==> src/rtl/regfile_pkg.sv <==
// regfile_pkg: shared types, defaults and helpers for the register file slice
package regfile_pkg;
  typedef enum logic {RF_IDLE, RF_CLEAR} rf_state_e;
  localparam int DEF_DEPTH = 32;
  localparam int DEF_NUM_RD = 2;
  function automatic int addr_w(input int depth);
    return $clog2(depth);
  endfunction
  localparam int DEF_ADDR_W = addr_w(DEF_DEPTH);
  typedef logic [DEF_NUM_RD-1:0][DEF_ADDR_W-1:0] rd_addr_t;
endpackage

==> src/rtl/rf_scoreboard.sv <==
// rf_scoreboard: per-register pending-write bits with set/clear/flush and read-port lookups
module rf_scoreboard import regfile_pkg::*; #(
  parameter int DEPTH = 32,
  parameter int NUM_RD = 2,
  localparam int ADDR_W = addr_w(DEPTH)
) (
  input  logic                           clk,
  input  logic                           rst,
  input  logic                           set_en,
  input  logic [ADDR_W-1:0]              set_addr,
  input  logic                           clr_en,
  input  logic [ADDR_W-1:0]              clr_addr,
  input  logic                           flush,
  input  logic [NUM_RD-1:0][ADDR_W-1:0]  rd_addr,
  output logic [NUM_RD-1:0]              rd_pending
);
  logic [DEPTH-1:0] pending, nxt;
  // flush beats set, and set beats clear because the issuing instruction is the newer producer
  always_comb begin
    nxt = pending;
    for (int i = 0; i < DEPTH; i++)
      nxt[i] = flush ? 1'b0 :
               (set_en && set_addr == ADDR_W'(i)) ? 1'b1 :
               (clr_en && clr_addr == ADDR_W'(i)) ? 1'b0 : pending[i];
  end
  // pending vector state
  always_ff @(posedge clk or negedge rst)
    if (!rst) pending <= '0;
    else pending <= nxt;
  // register 0 is never reported pending
  always_comb begin
    rd_pending = '0;
    for (int p = 0; p < NUM_RD; p++)
      rd_pending[p] = (rd_addr[p] != '0) && pending[rd_addr[p]];
  end
endmodule

==> src/rtl/regfile_sb.sv <==
// regfile_sb: register file with bypass, pending-write scoreboard and sequential bulk clear
module regfile_sb import regfile_pkg::*; #(
  parameter int DATA_W = 32,
  parameter int DEPTH = 32,
  parameter int NUM_RD = 2,
  parameter int BYPASS = 1,
  localparam int ADDR_W = addr_w(DEPTH)
) (
  input  logic                           clk,
  input  logic                           rst,
  input  logic [NUM_RD-1:0][ADDR_W-1:0]  rd_addr,
  output logic [NUM_RD-1:0][DATA_W-1:0]  rd_data,
  output logic [NUM_RD-1:0]              rd_pending,
  input  logic                           wr_en,
  input  logic [ADDR_W-1:0]              wr_addr,
  input  logic [DATA_W-1:0]              wr_data,
  input  logic                           issue_en,
  input  logic [ADDR_W-1:0]              issue_addr,
  input  logic                           clear_req,
  output logic                           ready,
  output logic                           clear_done
);
  rf_state_e state;
  logic [ADDR_W-1:0] cnt;
  logic [DEPTH-1:0][DATA_W-1:0] mem;
  logic idle, accept, we, set_en, byp_ok;
  assign idle = state == RF_IDLE;
  assign ready = idle;
  // a clear request in IDLE swallows that cycle's write and issue
  assign accept = idle && !clear_req;
  assign we = accept && wr_en && wr_addr != '0;
  assign set_en = accept && issue_en && issue_addr != '0;
  assign byp_ok = (BYPASS != 0) && idle && wr_en;
  // clear FSM: walks cnt over every register, pulses clear_done on return to IDLE
  always_ff @(posedge clk or negedge rst)
    if (!rst) begin
      state <= RF_IDLE;
      cnt <= '0;
      clear_done <= 1'b0;
    end else if (idle) begin
      clear_done <= 1'b0;
      cnt <= '0;
      state <= clear_req ? RF_CLEAR : RF_IDLE;
    end else begin
      cnt <= cnt + 1'b1;
      state <= (cnt == ADDR_W'(DEPTH - 1)) ? RF_IDLE : RF_CLEAR;
      clear_done <= cnt == ADDR_W'(DEPTH - 1);
    end
  // storage: the clear engine owns the write port while running
  always_ff @(posedge clk or negedge rst)
    if (!rst) mem <= '0;
    else if (!idle) mem[cnt] <= '0;
    else if (we) mem[wr_addr] <= wr_data;
  // combinational reads with optional same-cycle forwarding of the write data
  always_comb begin
    rd_data = '0;
    for (int p = 0; p < NUM_RD; p++)
      rd_data[p] = (rd_addr[p] == '0) ? '0 :
                   (byp_ok && wr_addr == rd_addr[p]) ? wr_data : mem[rd_addr[p]];
  end
  rf_scoreboard #(.DEPTH(DEPTH), .NUM_RD(NUM_RD)) u_sb (
    .clk(clk),
    .rst(rst),
    .set_en(set_en),
    .set_addr(issue_addr),
    .clr_en(we),
    .clr_addr(wr_addr),
    .flush(idle && clear_req),
    .rd_addr(rd_addr),
    .rd_pending(rd_pending)
  );
endmodule
==> config.mk <==
export PLATFORM = sky130hd
export DESIGN_NAME = regfile_sb
export DESIGN_NICKNAME = d
export VERILOG_FILES = /design/src/rtl/regfile_pkg.sv /design/src/rtl/rf_scoreboard.sv /design/src/rtl/regfile_sb.sv
export SDC_FILE = /design/constraint.sdc
export NUM_CORES = 2
export LEC_CHECK = 0
export BUFFER_PORTS_ARGS = -buffer_cell sky130_fd_sc_hd__buf_2
export CELL_PAD_IN_SITES_DETAIL_PLACEMENT = 0
export CELL_PAD_IN_SITES_GLOBAL_PLACEMENT = 1
export CORE_UTILIZATION = 45
export DETAILED_ROUTE_END_ITERATION = 8
export PLACE_DENSITY = 0.75
export REMOVE_ABC_BUFFERS = 1
export SYNTH_ARGS = -nofsm -noshare
export SYNTH_HDL_FRONTEND = slang
export SYNTH_HIERARCHICAL = 1
export SYNTH_SLANG_ARGS = --single-unit
==> constraint.sdc <==
create_clock -name clk -period 2.8 [get_ports clk]
set_clock_uncertainty 0.05 [all_clocks]
set_input_delay 0.56 -clock clk [delete_from_list [all_inputs] [get_ports clk]]
set_output_delay 0.56 -clock clk [all_outputs]
set_load 0.005 [all_outputs]
; Word-level counts from Yosys, hierarchy flattened
; Index checks and enable logic that the tools add are counted.
[word_totals]
reg_bits = 1063
elab_cells = 381
[classes]
n_eq_ne = 65
n_bitwise = 3
add_sub_neg = 1
n_reduce_logical = 119
n_lt_le_gt_ge = 6
mux = 120
[ops]
columns = op, count
row1 = $mux W1024, 2
row2 = $and A1024 B1024 Y1024, 1
row3 = $bwmux W1024, 1
row4 = $not A1024 Y1024, 1
row5 = $bmux W32 S5, 2
row6 = $demux W32 S5, 2
row7 = $mux W32, 8
row8 = $eq A5 B5 Y1 const B, 33
row9 = $mux W1, 102
row10 = $reduce_bool A3 Y1, 32
row11 = $eq A5 B4 Y1 const B, 16
row12 = $logic_and A1 B1 Y1, 77
row13 = $eq A5 B3 Y1 const B, 8
row14 = $lt A5 B6 Y1 const B, 4
row15 = $eq A5 B2 Y1 const B, 4
row16 = $logic_not A5 Y1, 4
row17 = $reduce_bool A5 Y1, 4
row18 = $bmux W1 S5, 2
row19 = $eq A5 B1 Y1 const B, 2
row20 = $eq A5 B5 Y1, 2
row21 = $ge A5 B1 Y1 const B, 2
row22 = $add A5 B1 Y5 const B, 1
row23 = $mux W5, 1
row24 = $reduce_bool A2 Y1, 1
row25 = 2 further kinds, 2

; Depth between registers and ports, before layout
[logic_depth]
word_depth = 8
depth_mapped = 11

; Cells and area by module
; The synthesis kept the hierarchy.
[by_module_without_submodules]
columns = mod, n_inst, cells_each, area_per_inst_um2, seq_area_each_um2
row1 = regfile_sb, 1, 4143, 54043.1, 25799.7
row2 = rf_scoreboard, 1, 213, 2037.0, 800.8

; Least setup slack after synthesis
; OpenSTA, ideal clock, no wires.
[synth_path]
path_type = input to output
start = in rd_addr[0] (netlist bit)
end = out rd_data[9] (netlist bit)
slack_ps = -47
path_buffers = 3
path_stages = 7
arrival_ps = 2237
cell_sequence = buf_4 -> buf_4 -> buf_2 -> mux4_2 -> a22oi_1 -> a21oi_1 -> a211o_1
[synth_lines]
columns = item, line
row1 = start: declaration, regfile_sb.sv:11  ; input logic [NUM_RD-1:0][ADDR_W-1:0] rd_addr,
row2 = end: declaration, regfile_sb.sv:12  ; output logic [NUM_RD-1:0][DATA_W-1:0] rd_data,

==> reports/qor.txt <==
Setup ws final: -700 ps
Via/cell ratio: 7.51
Clock sinks: 1063
Type of the most critical hold path: input port to register
R2R cell count: 9
Crit-path slowest cell: dfrtp_1
H-tree depth reported by CTS: 3
Fin crit share: 125%
Hold Vio Cnt, Final: 0
Reg2Reg Setup Slack: 80 ps
RSZ-0062 raised after global routing: true
Final core occ: 56.8%
Sw Share: 29.3%
WL per Instance: 38.6 um
Max-cap violation count: 0
Most frequent CP cell: buf_6
Worst setup EP type: output port
Total wire length: 251 mm
Multiplexer area fraction after synthesis: 21.2%
Clk_lat worst skew: 720 ps
Final Setup Violations: 66
Reg-to-reg endpoint: mem[889]$_DFFE_PN0P_
Post-synthesis register bit count: 1063
Reg-to-Reg Start: state$_DFF_PN0_
Iteration-0 DRC Markers: 7260
Post-Synthesis Cell Area: 0.0561 sq mm
CTS tree: built
Sequential Power Share: 40.0%
CP arrival: 2890 ps
Peak supply drop: 582 uV
Drt drc: 0
Starting density of the core: 45.4%
Simple-Gate Fraction of Synth Area: 3.74%
Die height: 355 um
CTS root buf: clkbuf_16
Hold Path Stages: 2
Pre-CTS setup slack: -1180 ps
WHS Endpoint: mem[774]$_DFFE_PN0P_
Global-route wire length before repair: 359 mm
Routed Antenna Nets: 0
Fmax: 286 MHz
Largest net degree at the start of global routing: 103
Async S/R FF share, synth: 100%
Post-Layout Cell Count: 6507
Reg clk slew, reported paths: 60 ps
Seq/Total Area, Yosys: 47.4%
Status: finished, violations left
P_sw: 11600 uW
Via count: 48900
Post-synthesis compound-gate area fraction: 22.5%
Leak Pwr: 0.0317 uW
Port bufs: 124
Core box area: 0.124 sq mm
Layout area overhead: 25.3%
Synth Area in XOR/XNOR: 0.187%
Row count: 129
Top FF cell, synth: dfrtp_1
Worst slew margin: 13.0%
Post-synth EDFFs: 0
DP HPWL: 160 mm
Logic pwr share: 17.5%
Setup Crit Path Kind: register to output port
Initial antenna violation count: 9
Routability-driven placement congestion ratio: 0.976
Die ar.: 0.126 sq mm
Clock Tree Buf Depth: 3
Min-delay src: wr_data[6]
Vias in the first global route: 49000
Largest family of logic cells by synthesized area: compound AO/OA/AOI/OAI gates
Crit-path max FO: 4
NumNets Final: 4829
Cell Chain, Critical Path: nor2b_4, buf_6, nand3_4, buf_6, nor2b_4, buf_6, buf_6, nor3_4, nor3_4, buf_4, buf_6
Adder-Cell Fraction of Synth Area: 0.112%
Syn Inst Count: 4356
Drt pass-1 iters: 6
Internal power: 28100 uW
I/O pin cnt: 125
Worst hold slack: 104 ps
Clk pwr share: 42.4%
Mapped Avg Cell Area: 12.9 sq um
Library cells used by synthesis: 64
GRT Total Usage: 39.5%
PD cells: 566 mW/mm^2
Grt ovf: 0
Die X: 355 um
Proportion of layout cells with a drive suffix above 1: 34.5%
Final min period: 3500 ps
Synth Warn #: 6
Final slew viol count: 0
Fillers: 9949
Dpl cells: 6216
CTS Buf Count: 116
WP data required: 2190 ps
Worst Max-Slew Pin Slew: 1300 ps
Worst path max stage delay: 400 ps
Failing checks: setup timing
Worst Setup Start Kind: register
flip-flops by register name, indices dropped and copies added, names as in the netlist:
signal        count
clear_done        1
cnt               5
mem            1024
state             1
u_sb/pending     32
what timing repair did:
item | CTS | global route
resized for setup | 278 | 123
hold endpoints to repair | 23 | 0
hold buffers | 1 | 0
gates cloned | 11 | 2
endpoints found under the setup margin | 66 | 66
pin swaps | 58 | 43
setup buffers | 55 | 19
synth_stat cells, types with 33 or more instances:
library cell / instances / area [sq um]
dfrtp_1: 1063 / 26600
a22o_1: 1011 / 8850
clkbuf_1: 389 / 1460
mux4_2: 356 / 8020
mux2i_1: 355 / 3550
a21oi_1: 126 / 631
nor2_1: 119 / 447
a221oi_1: 93 / 815
nand2_1: 79 / 297
a22oi_1: 73 / 548
nor3_1: 73 / 365
o21ai_0: 71 / 355
o22ai_1: 64 / 400
buf_1: 47 / 176
buf_2: 47 / 235
and2_1: 43 / 269
o211ai_1: 37 / 278
buf_6: 33 / 372
power by group through the flow:
stage               registers (uW)  logic (uW)  clock network [uW]
CTS                          15900        6590               16900
floorplan                    16100        1870                   0
detailed placement           16200        6290                   0
global route                 15900        7040               17500
global placement             16200        6250                   0
finish                       15900        6960               16900
worst max-delay path: cells and delay by family, from the launching register on:
family | cells | cell delay (ps)
flip-flops | 1 | 400
buffers and inverters | 6 | 860
AND/OR/NAND/NOR | 5 | 880
worst max path at each step:
stage | startpoint | to | slack [ps] | cells after the start
floorplan | rd_addr[6] | rd_data[32] | -1180 | 4
global placement | rd_addr[4] | rd_data[6] | -1170 | 13
detailed placement | rd_addr[4] | rd_data[17] | -1180 | 11
CTS | state$_DFF_PN0_ | rd_data[34] | -570 | 8
global route | state$_DFF_PN0_ | rd_data[6] | -670 | 11
finish | state$_DFF_PN0_ | rd_data[6] | -700 | 11
layer usage:
layer | GRT usage [%] | share of wire (%) | vias to the layer above
met5 | 1.36 | 0.11 | -
met4 | 25.4 | 7.9 | 11
met3 | 14.9 | 16 | 1213
met2 | 55.1 | 41 | 4355
met1 | 51.5 | 35 | 25000
li1 | - | - | 18300
placed cells by master, fill, tap and decap left out, types with 13 or more instances in the layout:
cell type	netlist	layout
o21ai_1	29	20
nand2_1	79	75
o22ai_1	64	42
buf_6	33	59
nor2_2	0	19
a21oi_2	0	15
a21oi_1	126	76
nor2_1	119	60
o21ai_0	71	60
buf_2	47	100
clkbuf_16	0	118
mux4_2	356	359
clkbuf_8	0	28
a22oi_1	73	68
nor3_1	73	38
a221oi_1	93	84
and2_1	43	42
nor3_2	3	21
buf_12	7	157
nand3_1	15	13
bufinv_16	0	18
buf_16	0	15
o22ai_2	0	19
buf_4	25	502
clkinv_2	0	26
dfrtp_1	1063	1063
mux2i_1	355	347
a21oi_4	0	35
nand2b_1	21	20
clkbuf_1	389	14
nor3_4	0	17
nor2_4	0	40
a22o_1	1011	1011
o211ai_1	37	37
a221o_1	26	24
through the flow:
stage	total power (uW)	area [sq um]	setup TNS (ps)
after global routing	40500	70300	-33230
after CTS	39400	69600	-29280
after detailed placement	22500	63500	-39240
final	39700	70300	-33010
after floorplan	18000	53400	-600300
after global placement	22400	63500	-40730
area by class of cell:
type | instances | area [sq um] | share of cell area, %
multi-input combinational | 2730 | 28700 | 40.8
tap | 1637 | 2050 | 2.91
timing repair buffer | 847 | 8750 | 12.4
antenna | 5 | 12.5 | 0.0178
inverter | 9 | 33.8 | 0.0481
clock inverter | 59 | 836 | 1.19
clock buffer | 157 | 3330 | 4.73
sequential | 1063 | 26600 | 37.8
logic make-up after synthesis:
kind of cell,Yosys count
DFF,1063
buffers and inverters,564
xor gates and xnor gates,12
and+or+nand+nor,420
AOI/OAI and AO/OA,1567
muxes,725
adders and majority gates,5
(Power assumes the default switching activity.)
